## src/rtl/debug_printer.sv

```systemverilog
// debug_printer: prints a text string, an optional hex value and an optional
// CR/LF terminator as back-to-back 8N1 UART characters, using a req/busy/done handshake.
module debug_printer #(
  parameter int MAX_LEN      = 20,
  parameter int HEX_DIGITS   = 8,
  parameter int CLKS_PER_BIT = 868,
  localparam int LW          = $clog2(MAX_LEN + 1)
) (
  input  logic                    clk,
  input  logic                    reset,
  input  logic                    req,
  output logic                    busy,
  output logic                    done,
  input  logic [8*MAX_LEN-1:0]    text,
  input  logic [LW-1:0]           text_len,
  input  logic                    hex_en,
  input  logic [4*HEX_DIGITS-1:0] hex_val,
  input  logic                    crlf_en,
  output logic                    uart_tx
);

  localparam int NW = $clog2(HEX_DIGITS + 1);
  localparam int TW = $clog2(CLKS_PER_BIT);

  localparam logic [TW-1:0] TIMER_LAST = TW'(CLKS_PER_BIT - 1);
  localparam logic [LW-1:0] LEN_MAX    = LW'(MAX_LEN);
  localparam logic [NW-1:0] NIB_COUNT  = NW'(HEX_DIGITS);
  localparam logic [3:0]    BIT_STOP   = 4'd9;
  localparam logic [3:0]    BIT_LAST_D = 4'd8;

  // The state names the message segment whose character is currently on the line.
  // FIN is the one-cycle done state; it accepts a new request just like IDLE.
  typedef enum logic [2:0] {
    ST_IDLE,
    ST_TEXT,
    ST_HEX,
    ST_CR,
    ST_LF,
    ST_FIN
  } state_t;

  // First segment that actually has a character to send, or FIN if none.
  function automatic state_t first_seg(input logic [LW-1:0] len,
                                       input logic hx,
                                       input logic cl);
    state_t s;
    if (len != '0)  s = ST_TEXT;
    else if (hx)    s = ST_HEX;
    else if (cl)    s = ST_CR;
    else            s = ST_FIN;
    return s;
  endfunction

  // ASCII code for a given segment/position.
  function automatic logic [7:0] char_of(input state_t seg,
                                         input logic [LW-1:0] ci,
                                         input logic [NW-1:0] ni,
                                         input logic [8*MAX_LEN-1:0] txt,
                                         input logic [4*HEX_DIGITS-1:0] hv);
    logic [3:0] nib;
    logic [7:0] ch;
    nib = hv[4*HEX_DIGITS-1 - 4*int'(ni) -: 4];
    ch  = 8'h00;
    case (seg)
      ST_TEXT: ch = txt[8*MAX_LEN-1 - 8*int'(ci) -: 8];
      ST_HEX:  ch = (nib < 4'd10) ? (8'h30 + {4'h0, nib}) : (8'h37 + {4'h0, nib});
      ST_CR:   ch = 8'h0D;
      ST_LF:   ch = 8'h0A;
      default: ch = 8'h00;
    endcase
    return ch;
  endfunction

  state_t                  state_q,    state_d;
  logic [LW-1:0]           char_idx_q, char_idx_d;
  logic [NW-1:0]           nib_idx_q,  nib_idx_d;
  logic [3:0]              bit_cnt_q,  bit_cnt_d;
  logic [TW-1:0]           timer_q,    timer_d;
  logic [7:0]              char_q,     char_d;
  logic [8*MAX_LEN-1:0]    text_q,     text_d;
  logic [LW-1:0]           len_q,      len_d;
  logic                    hex_en_q,   hex_en_d;
  logic [4*HEX_DIGITS-1:0] hex_val_q,  hex_val_d;
  logic                    crlf_q,     crlf_d;
  logic                    tx_q,       tx_d;
  logic                    busy_q,     busy_d;
  logic                    done_q,     done_d;

  logic [LW-1:0] len_clamp;
  state_t        acc_state;
  logic [7:0]    acc_char;
  state_t        adv_state;
  logic [LW-1:0] adv_ci;
  logic [NW-1:0] adv_ni;
  logic [7:0]    adv_char;

  // Lengths beyond the buffer are limited to the buffer size.
  assign len_clamp = (text_len > LEN_MAX) ? LEN_MAX : text_len;

  // The first character is derived from the live inputs so its start bit can go out right after accept.
  always_comb begin
    acc_state = first_seg(len_clamp, hex_en, crlf_en);
    acc_char  = char_of(acc_state, '0, '0, text, hex_val);
  end

  // Pick the character that follows the one currently on the line, skipping empty segments.
  always_comb begin
    adv_state = ST_FIN;
    adv_ci    = '0;
    adv_ni    = '0;
    case (state_q)
      ST_TEXT: begin
        if (char_idx_q + LW'(1) < len_q) begin
          adv_state = ST_TEXT;
          adv_ci    = char_idx_q + LW'(1);
        end else if (hex_en_q) begin
          adv_state = ST_HEX;
        end else if (crlf_q) begin
          adv_state = ST_CR;
        end
      end
      ST_HEX: begin
        if (nib_idx_q + NW'(1) < NIB_COUNT) begin
          adv_state = ST_HEX;
          adv_ni    = nib_idx_q + NW'(1);
        end else if (crlf_q) begin
          adv_state = ST_CR;
        end
      end
      ST_CR:   adv_state = ST_LF;
      default: adv_state = ST_FIN;
    endcase
    adv_char = char_of(adv_state, adv_ci, adv_ni, text_q, hex_val_q);
  end

  // Next-state logic: accept in IDLE/FIN, then bit timing and character sequencing.
  always_comb begin
    state_d    = state_q;
    char_idx_d = char_idx_q;
    nib_idx_d  = nib_idx_q;
    bit_cnt_d  = bit_cnt_q;
    timer_d    = timer_q;
    char_d     = char_q;
    text_d     = text_q;
    len_d      = len_q;
    hex_en_d   = hex_en_q;
    hex_val_d  = hex_val_q;
    crlf_d     = crlf_q;
    tx_d       = tx_q;
    busy_d     = busy_q;
    done_d     = 1'b0;

    case (state_q)
      ST_IDLE, ST_FIN: begin
        state_d = ST_IDLE;
        tx_d    = 1'b1;
        busy_d  = 1'b0;
        if (req) begin
          text_d     = text;
          len_d      = len_clamp;
          hex_en_d   = hex_en;
          hex_val_d  = hex_val;
          crlf_d     = crlf_en;
          char_idx_d = '0;
          nib_idx_d  = '0;
          bit_cnt_d  = '0;
          timer_d    = '0;
          if (acc_state == ST_FIN) begin
            state_d = ST_FIN;
            done_d  = 1'b1;
          end else begin
            state_d = acc_state;
            char_d  = acc_char;
            tx_d    = 1'b0;
            busy_d  = 1'b1;
          end
        end
      end
      default: begin
        if (timer_q == TIMER_LAST) begin
          timer_d = '0;
          if (bit_cnt_q == BIT_STOP) begin
            bit_cnt_d = '0;
            if (adv_state == ST_FIN) begin
              state_d = ST_FIN;
              tx_d    = 1'b1;
              busy_d  = 1'b0;
              done_d  = 1'b1;
            end else begin
              state_d    = adv_state;
              char_idx_d = adv_ci;
              nib_idx_d  = adv_ni;
              char_d     = adv_char;
              tx_d       = 1'b0;
            end
          end else begin
            bit_cnt_d = bit_cnt_q + 4'd1;
            tx_d      = (bit_cnt_q == BIT_LAST_D) ? 1'b1 : char_q[bit_cnt_q[2:0]];
          end
        end else begin
          timer_d = timer_q + TW'(1);
        end
      end
    endcase
  end

  // State registers with synchronous active-low reset; reset abandons any message in flight.
  always_ff @(posedge clk) begin
    if (!reset) begin
      state_q    <= ST_IDLE;
      char_idx_q <= '0;
      nib_idx_q  <= '0;
      bit_cnt_q  <= '0;
      timer_q    <= '0;
      char_q     <= '0;
      text_q     <= '0;
      len_q      <= '0;
      hex_en_q   <= 1'b0;
      hex_val_q  <= '0;
      crlf_q     <= 1'b0;
      tx_q       <= 1'b1;
      busy_q     <= 1'b0;
      done_q     <= 1'b0;
    end else begin
      state_q    <= state_d;
      char_idx_q <= char_idx_d;
      nib_idx_q  <= nib_idx_d;
      bit_cnt_q  <= bit_cnt_d;
      timer_q    <= timer_d;
      char_q     <= char_d;
      text_q     <= text_d;
      len_q      <= len_d;
      hex_en_q   <= hex_en_d;
      hex_val_q  <= hex_val_d;
      crlf_q     <= crlf_d;
      tx_q       <= tx_d;
      busy_q     <= busy_d;
      done_q     <= done_d;
    end
  end

  assign uart_tx = tx_q;
  assign busy    = busy_q;
  assign done    = done_q;

endmodule
```

## config.mk

```make
export PLATFORM = sky130hd
export DESIGN_NAME = debug_printer
export DESIGN_NICKNAME = d
export VERILOG_FILES = /design/src/rtl/debug_printer.sv
export SDC_FILE = /design/constraint.sdc
export NUM_CORES = 1
export LEC_CHECK = 0
export ABC_AREA = 1
export BUFFER_PORTS_ARGS = -buffer_cell sky130_fd_sc_hd__buf_2
export CAP_MARGIN = 15
export CORE_MARGIN = 2
export CORE_UTILIZATION = 52
export CTS_BUF_LIST = sky130_fd_sc_hd__clkbuf_8
export DETAILED_ROUTE_END_ITERATION = 8
export PLACE_DENSITY = 0.78
export SLEW_MARGIN = 20
export SYNTH_ARGS = -nofsm -noshare
export SYNTH_HDL_FRONTEND = slang
export SYNTH_SLANG_ARGS = --single-unit
```

## constraint.sdc

```tcl
create_clock -name clk -period 3.06 [get_ports clk]
set_input_delay 0.153 -clock clk [delete_from_list [all_inputs] [get_ports clk]]
set_output_delay 0.153 -clock clk [all_outputs]
set_load 0.05 [all_outputs]
```

# Word level (Yosys, flattened, before mapping)
# Index checks and enable logic that the tools add are counted.
# W data, S select, Z words.
[totals]
ff_bits = 236
inputBits = 202
output_inout_bits = 3
elab_cells = 128
[classes]
n_addsub = 10
magnitude_cmp = 6
eq_ne = 20
shifts = 2
mux = 64
reduce_logical = 12
[op_table]
columns = ["cell", "count"]
rows = [
  ["$shiftx A167 B9 Y8", 1],
  ["$pmux W8 S4", 2],
  ["$mux W8", 6],
  ["$mux W4", 10],
  ["$mux W5", 8],
  ["$mux W3", 13],
  ["$shiftx A35 B7 Y4", 1],
  ["$mux W10", 3],
  ["$add A6 B4 Y7 const A", 4],
  ["$eq A3 B2 Y1 const B", 6],
  ["$mux W1", 18],
  ["$eq A3 B3 Y1 const B", 5],
  ["$mux W7", 2],
  ["$lt A4 B4 Y1 const B", 3],
  ["$add A10 B1 Y10 const B", 1],
  ["$eq A10 B10 Y1 const B", 1],
  ["$eq A3 B1 Y1 const B", 3],
  ["$pmux W3 S3", 1],
  ["$sub A8 B8 Y9 const A", 1],
  ["$add A4 B1 Y4 const B", 2],
  ["$eq A4 B4 Y1 const B", 2],
  ["$sub A5 B6 Y7 const A", 1],
  ["$reduce_and A2 Y1", 3],
  ["$reduce_bool A2 Y1", 3],
  ["other kinds (13)", 14],
]

# Depth between registers and ports, before layout
# Gate-level depths: netlist (run 1).
[depth]
ltp_word = 13
mapped_depth = 24
mapped_depth_nobuf = 23

# Worst setup path after synthesis (run 1)
# Ideal clock, no wire load.
[synth_path]
path_kind = "flip-flop to flip-flop"
start = "register char_idx_q[0]"
end = "register char_q[3]"
arrival_ps = 3222
t_required_ps = 3004
slack_ps = -218
stages_incl_launch_ff = 20
n_path_buf = 1
synth_period_minus_slack_ps = 3278
cell_sequence = "dfxtp_1 -> ha_1 -> xnor2_1 -> inv_1 -> ha_1 -> nand2_1 -> nand2_1 -> a21oi_2 -> nand2_2 -> nor3_4 -> inv_1 -> buf_2 -> ha_1 -> nor2_1 -> nand3_1 -> nand3_1 -> nand2_1 -> nand3_1 -> nand2_1 -> inv_1"
[synth_via]
elab_chain_cells = 11
[synth_rtl]
columns = ["element", "line_no", "text"]
rows = [
  ["start, declared", "75", "logic [LW-1:0] char_idx_q, char_idx_d;"],
  ["start signal, assigned", "226", "char_idx_q <= char_idx_d;"],
  ["$add A5 B1 Y5 *", "113, 115", ""],
  ["$lt A5 B5 Y1", "113", "if (char_idx_q + LW'(1) < len_q) begin"],
  ["$mux W5", "113", ""],
  ["$mux W5", "111", "case (state_q)"],
  ["$sub A8 B8 Y9", "65", "ST_TEXT: ch = txt[8*MAX_LEN-1 - 8*int'(ci) -: 8];"],
  ["$shiftx A167 B9 Y8", "65", ""],
  ["$pmux W8 S4", "64", "case (seg)"],
  ["$mux W8", "184", "if (adv_state == ST_FIN) begin"],
  ["$mux W8", "182", "if (bit_cnt_q == BIT_STOP) begin"],
  ["$mux W8", "180", "if (timer_q == TIMER_LAST) begin"],
  ["$mux W8", "153", "case (state_q)"],
  ["end signal, assigned", "230", "char_q <= char_d;"],
  ["end, declared", "79", "logic [7:0] char_q, char_d;"],
]
# Every way passes the cells marked *; elsewhere a longest branch is shown, timed or not. The select of a mux whose other input is x is not followed.
# A chain may end at the register's enable or synchronous reset.

# Worst setup path after layout (run 1)
[layout_path]
start = "register char_idx_q[0]"
end = "register char_q[7]"
# The elaborated chain is that of the path after synthesis.

==> results of run 1 <==
-- cells in the final DEF, fill, tap and decap left out, types with 3 or more instances in the layout --
master	instances
or2_2	3
a21oi_1	197
buf_6	3
buf_2	203
nand3_2	7
inv_2	9
o211ai_1	26
inv_1	207
nor2_2	3
a211oi_1	6
nand2_4	5
nor3_2	3
nor3_1	6
nor2_4	3
o21ai_1	28
o21ai_0	219
buf_12	5
nand3_4	3
nand2_1	207
ha_1	7
clkbuf_8	43
buf_4	32
dlygate4sd3_1	202
a31oi_1	4
ha_4	3
o22ai_1	3
nand3_1	134
nand4_1	39
dfxtp_1	232
clkinv_2	5
nor2_1	150
nand2_2	8
-- registers in the layout, indices dropped and copies added (netlist names), 4 cells and up --
| register | cells |
|---|---|
| hex_val_q | 32 |
| text_q | 160 |
| bit_cnt_q | 4 |
| timer_q | 10 |
| len_q | 5 |
| char_q | 8 |
| char_idx_q | 5 |
-- repair_timing --
action | 4_1_cts | 5_1_grt
gates resized for setup | 0 | 32
endpoints found under the setup margin | 3 | 9
gates cloned | 0 | 2
endpoints found under the hold margin | 200 | 0
buffers inserted | 0 | 9
hold buffers | 202 | 0
pin swaps | 1 | 20
-- critical path, delay by kind of cell (launching register included) --
| kind | cells | cell delay [ns] |
|---|---|---|
| flip-flops | 1 | 0.37 |
| AND/OR/NAND/NOR | 10 | 1.02 |
| AO/OA/AOI/OAI | 3 | 0.50 |
| adder cells (fa/ha/maj) | 2 | 0.45 |
| buffers and inverters | 4 | 0.58 |
-- layout make-up --
| type | count | area (um2) | area share [%] |
|---|---|---|---|
| clock inverters | 18 | 108.9 | 0.6938 |
| diodes | 1 | 2.502 | 0.01595 |
| flip-flops and latches | 235 | 4711 | 30.02 |
| clock buffers | 43 | 591.8 | 3.772 |
| inverters | 211 | 813.3 | 5.183 |
| multi-input cells | 1094 | 5648 | 36.00 |
| well taps | 280 | 350.3 | 2.233 |
| repair buffers | 447 | 3465 | 22.08 |
-- cell families (layout without fill, tap and decap cells) --
group | Yosys count | in the layout | share of synthesized area, %
simple gates | 580 | 581 | 23.09
compound gates | 499 | 499 | 23.26
buf+inv | 318 | 719 | 10.92
flops | 235 | 235 | 41.31
fa+ha+maj | 10 | 10 | 1.099
xor+xnor | 3 | 3 | 0.2308
mux | 1 | 1 | 0.08791
other cells | 0 | 1 | 0
-- where the power goes --
| group | switching [mW] | leakage (nW) | internal [mW] |
|---|---|---|---|
| logic | 5.09 | 4.72 | 2.50 |
| registers | 0.419 | 1.94 | 4.01 |
| clock network | 1.26 | 0.401 | 1.37 |
| total | 6.77 | 7.06 | 7.87 |
-- layer usage --
layer / up-vias / share of wire, %
li1: 6247 / -
met1: 6054 / 40
met2: 715 / 47
met3: 165 / 8.5
met4: 0 / 4.2
met5: - / 0
-- worst min-delay path by stage --
stage,start,depth (start not counted),endpoint
after detailed placement,text[55],3,text_q[55]$_SDFFE_PN0P_
after global placement,text[36],3,text_q[36]$_SDFFE_PN0P_
final,reset,3,text_q[116]$_SDFFE_PN0P_
after CTS,reset,3,text_q[133]$_SDFFE_PN0P_
after floorplan,hex_val[20],2,hex_val_q[20]$_SDFFE_PN0P_
after global routing,reset,3,text_q[68]$_SDFFE_PN0P_
==> flow_summary.ini, run 1 <==
[critical_path]
crit_required_ns = 3.53
critPathLaunchType = register
crit_arrival_ns = 3.46
setup.worst_path.end = char_q[7]$_SDFFE_PN0P_
slowest_stage = dfxtp_4
r2r_start = char_idx_q[0]$_SDFFE_PN0P_
rrSetupSlack_ns = 0.06
cpMostUsedCell = nand2_1
startpoint = char_idx_q[0]$_SDFFE_PN0P_
reg2reg_to = char_q[7]$_SDFFE_PN0P_
cp_max_fo = 12
path_cells = ha_4, nand3_1, nand2_1, nand2_1, inv_1, ha_4, nand2_2, nor2_1, nand2_2, buf_4, nand4_1, buf_4, clkbuf_16, o21ai_0, o22ai_1, nand2_1, nand3_1, nand2_1, a21oi_1
setup.worst_path.class = reg2reg
worst_path_largest_cell_delay_ns = 0.37
worstSetupEndpointType = register
rr_worst_depth = 19

[final_layout]
final_cells = 2329
syn2layout_area_growth_pct = 37.79
drive_gt1_share_pct = 17.68
final_core_util_pct = 72.34
fillers = 1607
fin_nets = 2240
fin_area_um2 = 15690

[die]
placeableCoreArea_um2 = 21690
boundaryPins = 205
die_x_um = 152.0
die-area_um2 = 23100
start_util_pct = 52.50
rows = 54
die_y_um = 152.0

[global_route]
grt_use_met3_pct = 6.161
grt_use_met1_pct = 42.55
grt_usage_pct = 33.05
grt_pass1_wl_um = 63420
grt_pass1_vias = 12570
overflow = 0
grt_max_degree = 174
met2_usage_pct = 54.57
top_usage_layer = met2
antenna_found_initial = 1

[logic_synthesis]
yosys_warnings = 0
synth_cell_type_count = 49
syn_inst = 1646
synth_common_cells = 235 x dfxtp_1, 219 x o21ai_0, 213 x nand2_1, 200 x inv_1, 197 x a21oi_1
synth_top_cell_area_share_pct = 41.31
synth_area_leaders = dfxtp_1 41%, o21ai_0 9.6%, a21oi_1 8.7%
yosysMostFrequentCell = dfxtp_1
avgSynthCellArea_um2 = 6.918
async_reset_ff_share_pct = 0
yosysTopAreaCell = dfxtp_1
syn-num-nets = 1858
syn_area_um2 = 11390
ys_ff_latch = 235
synth_ff_type = dfxtp_1
synth_edf_count = 0
ys_seq_area_share_pct = 41.31

[timing]
setup_ws_ns = 0.06161
finalSetupViolCount = 0
fin_setup_tns_ns = 0
hold_violations = 0
worst_pin_slew_ns = 0.7886
min_period_over_period_pct = 97.99
hold_ws_ns = 0.1400
max_freq_ghz = 0.3335
fin_crit_ns = 2.998
max_slew_margin_pct = 46.87
clock_skew_ns = 0.01715
slew_viol_final = 0

[power]
leakage_nw = 7.059
ir_drop_mv = 0.5925
power_per_cell_area_nw_per_um2 = 933.3
p_total_mw = 14.64

[run]
max_cap_violations = 0

[routing]
routed_wl_um = 40070
wl_per_cell_um = 17.20
route.detailed.drc = 0
drt-initial-drc-count = 1388
antenna_left = 0
vias = 13180
via_per_inst = 5.660
dr.pass1.iters = 6

[placed_design]
place_area_um2 = 12710
dpl_worst_slack_ns = -0.0009108
placed_cells = 2054
place_hpwl_um = 23280
gp_congestion = 0.9340
io_buffers = 204

[clocking]
cts.sinks = 235
clock_latency_ns = 0.55
cts_root_buf = clkbuf_8
numCtsBuffers = 39
cts_tree = done
cts_buffer_depth = 3
path_clk_slew_ns = 0.06
cts_htree_levels = 2

[worst_hold_path]
min_path_type = in2reg

[status]
status = completed
No activity file was read; power rests on OpenSTA's default activity.
==> run 2, diff against run 1 <==
Settings changed: CORE_UTILIZATION 52 to 58, PLACE_DENSITY 0.78 to 0.82.
Clock period 3.06 ns to 2.8 ns, I/O delays scaled along.
==> run 2 against run 1 <==
  * The flow now finishes with violations (DRC, setup timing)
  * Sequential share of layout area shrank 0.98 points
  * Power grew 17%
  * Global-route usage rose by 6.9 points
  * Worst setup slack worse by 0.14 ns
  * Hold slack worse by 0.13 ns
  * Largest cell class unchanged
  * Sequential cell count unchanged
  * Clock-buffer cell count increased by 8
  * Sequential power grew 9.9%
  * Maximum frequency increased by 4.3%
==> flow_summary.ini, run 2 (same netlist as run 1, synthesis figures left out) <==
[clocking]
cts_buffer_depth = 3
cts_htree_levels = 2
numCtsBuffers = 38
path_clk_slew_ns = 0.06
cts_tree = done
cts.sinks = 235
cts_root_buf = clkbuf_8
clock_latency_ns = 0.55

[global_route]
overflow = 0
grt_pass1_vias = 13150
grt_max_degree = 171
grt_usage_pct = 39.98
grt_pass1_wl_um = 65650
antenna_found_initial = 7

[routing]
wl_per_cell_um = 18.65
drt-initial-drc-count = 1668
antenna_left = 0
route.detailed.drc = 1
dr.pass1.iters = 9
vias = 13880
routed_wl_um = 43780
via_per_inst = 5.910

[final_layout]
syn2layout_area_growth_pct = 42.43
largest_register_ffs = 160
fin_nets = 2261
final_cell_mix = 232 x dfxtp_1, 215 x o21ai_0, 203 x buf_2
final_common_cell = dfxtp_1
top_register = text_q
multi_input_area_um2 = 5771
drive_gt1_share_pct = 20.42
register_area_um2 = 4711
fillers = 1135
top_regs = text_q x160, hex_val_q x32, timer_q x10

[worst_hold_path]
min_path_type = in2reg
worstHoldStart = text[9]

[status]
status = finished with violations
violations = DRC, setup timing

[timing]
fin_setup_tns_ns = -0.3581
clock_skew_ns = 0.01619
max_slew_margin_pct = 41.63
setup_ws_ns = -0.07365
slew_viol_final = 0
fin_crit_ns = 2.874
max_freq_ghz = 0.3480
hold_violations = 0
finalSetupViolCount = 8
min_period_over_period_pct = 102.6
grt_setup_unrepaired = yes
worst_pin_slew_ns = 0.8756

[placed_design]
dpl_worst_slack_ns = -0.1244
place_hpwl_um = 23010
io_buffers = 204
gp_congestion = 0.9233

[critical_path]
path_buf_inv = 4
setup.worst_path.class = reg2reg
crit_arrival_ns = 3.29
path_cells = ha_4, nand3_2, nand2_2, nand2_2, inv_2, ha_4, nand2_2, nand2_2, a21oi_4, buf_4, nand3_4, buf_12, clkbuf_16, o211ai_1, nand3_1, nand3_1, nand3_2, nand2_1, a21oi_1
critPathLaunchType = register
crit_required_ns = 3.22
crit_family = simple AND/OR/NAND/NOR gates
slowest_stage = dfxtp_4
worst_path_largest_cell_delay_ns = 0.37
cpMostUsedCell = nand2_2
worstSetupEndpointType = register
cp_max_fo = 30
r2r_start = char_idx_q[1]$_SDFFE_PN0P_
startpoint = char_idx_q[1]$_SDFFE_PN0P_

[power]
power_per_cell_area_nw_per_um2 = 1055
leakage_nw = 7.312
ir_drop_mv = 0.7329

[die]
start_util_pct = 58.89
rows = 51
placeableCoreArea_um2 = 19330
die-area_um2 = 20770
boundaryPins = 205
die_x_um = 144.1
die_y_um = 144.1

[run]
max_cap_violations = 0
[run 2: cell count changes in the layout (fill, tap and decap cells not counted), sizes merged]
cell	previous run	this run
bufinv	1	2
inv	220	219
diode	1	7
buf	244	268
dlygate4sd3	202	199
nand2	222	221
clkinvlp	1	2
clkbuf	44	54
clkinv	7	4
[run 2: per-stage QoR]
step | std cells | cell area, um2 | total power, mW | utilization (%) | hold slack [ns]
floorplan | 1646 | 11460 | 10.11 | - | 0.2749
global placement | 2059 | 12860 | 12.19 | 66.49 | 0.3629
detailed placement | 2059 | 12860 | 12.37 | 66.49 | 0.3669
CTS | 2333 | 15830 | 15.99 | 81.87 | 0.008266
global route | 2348 | 16220 | 17.98 | 83.89 | 0.01231
finish | 2348 | 16220 | 17.11 | 83.89 | 0.009752
[run 2: what timing repair did]
action | CTS | global route
hold buffers | 199 | 0
endpoints found under the setup margin | 8 | 19
endpoints found under the hold margin | 205 | 0
buffers inserted | 7 | 6
gates cloned | 1 | 3
gates resized for setup | 20 | 56
pin swaps | 20 | 24
[run 2: worst paths after layout]
path	slack [ns]	to	depth (start not counted)
setup / recovery	-0.07	char_q[4]$_SDFFE_PN0P_	19
hold / removal	0.01	text_q[9]$_SDFFE_PN0P_	3
setup reg to reg	-0.07	char_q[4]$_SDFFE_PN0P_	19
hold reg to reg	0.46	hex_val_q[7]$_SDFFE_PN0P_	2
[run 2: power breakdown]
part	internal (mW)	leakage, nW	switching [mW]
logic	3.13	4.91	5.88
registers	4.38	1.94	0.491
clock network	1.81	0.456	1.42
[run 2: layout make-up]
cell class	instances	area share (%)
antenna	7	0.1080
clock buffer	51	4.328
clock inverter	16	0.7560
inverter	211	4.976
multi-input combinational	1093	35.58
sequential	235	29.04
tap	265	2.044
timing repair buffer	470	23.17
[run 2: worst min-delay path, stage by stage]
cell and delay, ns:
buf_2 0.08, o21ai_0 0.13, a21oi_1 0.15
[run 2: layer usage]
metal  vias up  track usage (%)  part of all wire, %
met3       239            7.185                  9.2
met4         0            21.88                  5.5
met1      6367            47.85                   37
met2       969            68.15                   48
met5         -                0                    0
li1       6301                -                    -
==> run 3, diff against run 2 <==
Clock period 2.8 ns to 3 ns, I/O delays scaled along.
==> run 3 against run 2 <==
  * The flow finishes with violations (DRC)
  * Register-to-register slack better by 0.20 ns
  * Clock skew is 0.0023 ns higher
  * Die area stayed put
  * Non-clock buffer count is 19 lower
  * Maximum frequency is 0.11% lower
  * Sequential power is 7.0% lower
  * Critical path type unchanged
  * Largest cell class unchanged
==> flow_summary.ini, run 3 (same netlist as run 1, synthesis figures left out) <==
[timing]
worst_pin_slew_ns = 0.9556
grt_setup_unrepaired = yes
hold_ws_ns = 0.05015
finalSetupViolCount = 0
max_freq_ghz = 0.3476
fin_crit_ns = 2.877
clock_skew_ns = 0.01849
min_period_over_period_pct = 95.89
hold_violations = 0
max_slew_margin_pct = 36.30
slew_viol_final = 0

[placed_design]
placed_cells = 2040
gp_congestion = 0.9027
io_buffers = 204
place_hpwl_um = 22600

[die]
die-area_um2 = 20770
placeableCoreArea_um2 = 19330
start_util_pct = 58.89
die_x_um = 144.1
rows = 51
die_y_um = 144.1
boundaryPins = 205

[run]
max_cap_violations = 0

[final_layout]
syn2layout_area_growth_pct = 38.56
final_cells = 2322
final_core_util_pct = 81.60
top_regs = text_q x160, hex_val_q x32, timer_q x10
fin_nets = 2243
top_register = text_q
final_cell_mix = 232 x dfxtp_1, 219 x o21ai_0, 208 x nand2_1
fillers = 1205
drive_gt1_share_pct = 17.93
final_common_cell = dfxtp_1
largest_register_ffs = 160

[global_route]
grt_max_degree = 176
antenna_found_initial = 5
grt_pass1_vias = 12780
grt_pass1_wl_um = 63910
overflow = 0
grt_usage_pct = 38.90

[routing]
dr.pass1.iters = 9
routed_wl_um = 42230
wl_per_cell_um = 18.19
vias = 13400
via_per_inst = 5.770
antenna_left = 0
drt-initial-drc-count = 1628
route.detailed.drc = 1

[critical_path]
r2r_start = char_idx_q[0]$_SDFFE_PN0P_
reg2reg_to = char_q[5]$_SDFFE_PN0P_
slowest_stage = dfxtp_4
critPathLaunchType = register
crit_required_ns = 3.42
cp_max_fo = 30
crit_arrival_ns = 3.29
worst_path_largest_cell_delay_ns = 0.37
setup.worst_path.class = reg2reg
rrSetupSlack_ns = 0.12
crit_family = simple AND/OR/NAND/NOR gates
path_cells = ha_4, nand4_1, nand2_2, inv_2, ha_4, nand2_2, inv_1, a21oi_2, buf_4, nand3_4, buf_12, clkbuf_16, o211ai_1, nand3_1, nand3_1, nand3_1, nand2_1, a21oi_1
worstSetupEndpointType = register
cpMostUsedCell = nand3_1
path_buf_inv = 5
rr_worst_depth = 18

[clocking]
clock_latency_ns = 0.54
path_clk_slew_ns = 0.06
numCtsBuffers = 39
cts_tree = done
cts_htree_levels = 2
cts.sinks = 235
cts_root_buf = clkbuf_8
cts_buffer_depth = 3

[worst_hold_path]
hold_path_depth = 3
min_path_type = in2reg
whs_endpoint = text_q[11]$_SDFFE_PN0P_
worstHoldStart = text[11]

[power]
power_per_cell_area_nw_per_um2 = 958.4
leakage_nw = 7.092
ir_drop_mv = 0.6625

[status]
violations = DRC
status = finished with violations
-- run 3: cell count changes in the layout (fill, tap and decap cells not counted), moves of 4 or more --
cell,delta
buf_6,-8
o21ai_0,+4
nand3_1,+13
nand3_2,-13
nand2_1,+8
nand2_2,-5
buf_4,-10
-- run 3: layout make-up --
type | instances | area, um2 | share of cell area (%)
multi-input cells | 1093 | 5618 | 35.61
flip-flops and latches | 235 | 4713 | 29.87
repair buffers | 451 | 3555 | 22.53
inverters | 211 | 804.5 | 5.099
clock buffers | 48 | 660.6 | 4.187
well taps | 265 | 331.6 | 2.102
clock inverters | 14 | 82.58 | 0.5234
diodes | 5 | 12.51 | 0.07930
-- run 3: repair_timing --
action                                  4_1_cts  5_1_grt
resized for setup                             0       28
hold buffers                                200        0
buffers inserted                              0       10
endpoints found under the hold margin       203        0
endpoints found under the setup margin        0       18
-- run 3: worst min-delay path: cells and delay by family --
kind,cells,cell delay (ns)
AO/OA/AOI/OAI,2,0.31
buffers and inverters,1,0.08
-- run 3: per-stage QoR --
step           TNS [ns]  area [um2]  setup slack [ns]  total power, mW
2_1_floorplan   -0.3966       11460          -0.06336            9.439
3_3_place_gp          0       12690            0.1215            11.22
3_5_place_dp          0       12690           0.02678            11.37
4_1_cts               0       15430           0.01733            14.35
5_1_grt        -0.04087       15780          -0.02253            16.03
6_report              0       15780            0.1233            15.12
-- run 3: routing by layer --
metal	global-route usage, %	vias to the layer above	part of all wire [%]
met2	66.59	835	47
met5	0	-	0
met4	19.30	0	5.5
li1	-	6256	-
met1	47.22	6087	38
met3	6.788	221	8.8
-- run 3: how the worst max path moves through the flow --
stage | from | endpoint | slack, ns | depth (start not counted)
floorplan | char_idx_q[0]$_SDFFE_PN0P_ | char_q[3]$_SDFFE_PN0P_ | -0.06 | 21
global placement | char_idx_q[0]$_SDFFE_PN0P_ | char_q[0]$_SDFFE_PN0P_ | 0.12 | 20
detailed placement | char_idx_q[0]$_SDFFE_PN0P_ | char_q[0]$_SDFFE_PN0P_ | 0.03 | 22
CTS | char_idx_q[0]$_SDFFE_PN0P_ | char_q[0]$_SDFFE_PN0P_ | 0.02 | 22
global route | char_idx_q[0]$_SDFFE_PN0P_ | char_q[3]$_SDFFE_PN0P_ | -0.02 | 22
finish | char_idx_q[0]$_SDFFE_PN0P_ | char_q[5]$_SDFFE_PN0P_ | 0.12 | 18
-- run 3: report_power, final --
group          switching (mW)  leakage [nW]  internal, mW
clock network            1.29         0.424          1.51
registers               0.440          1.94          4.09
logic                    5.21          4.73          2.58
total                    6.93          7.09          8.19
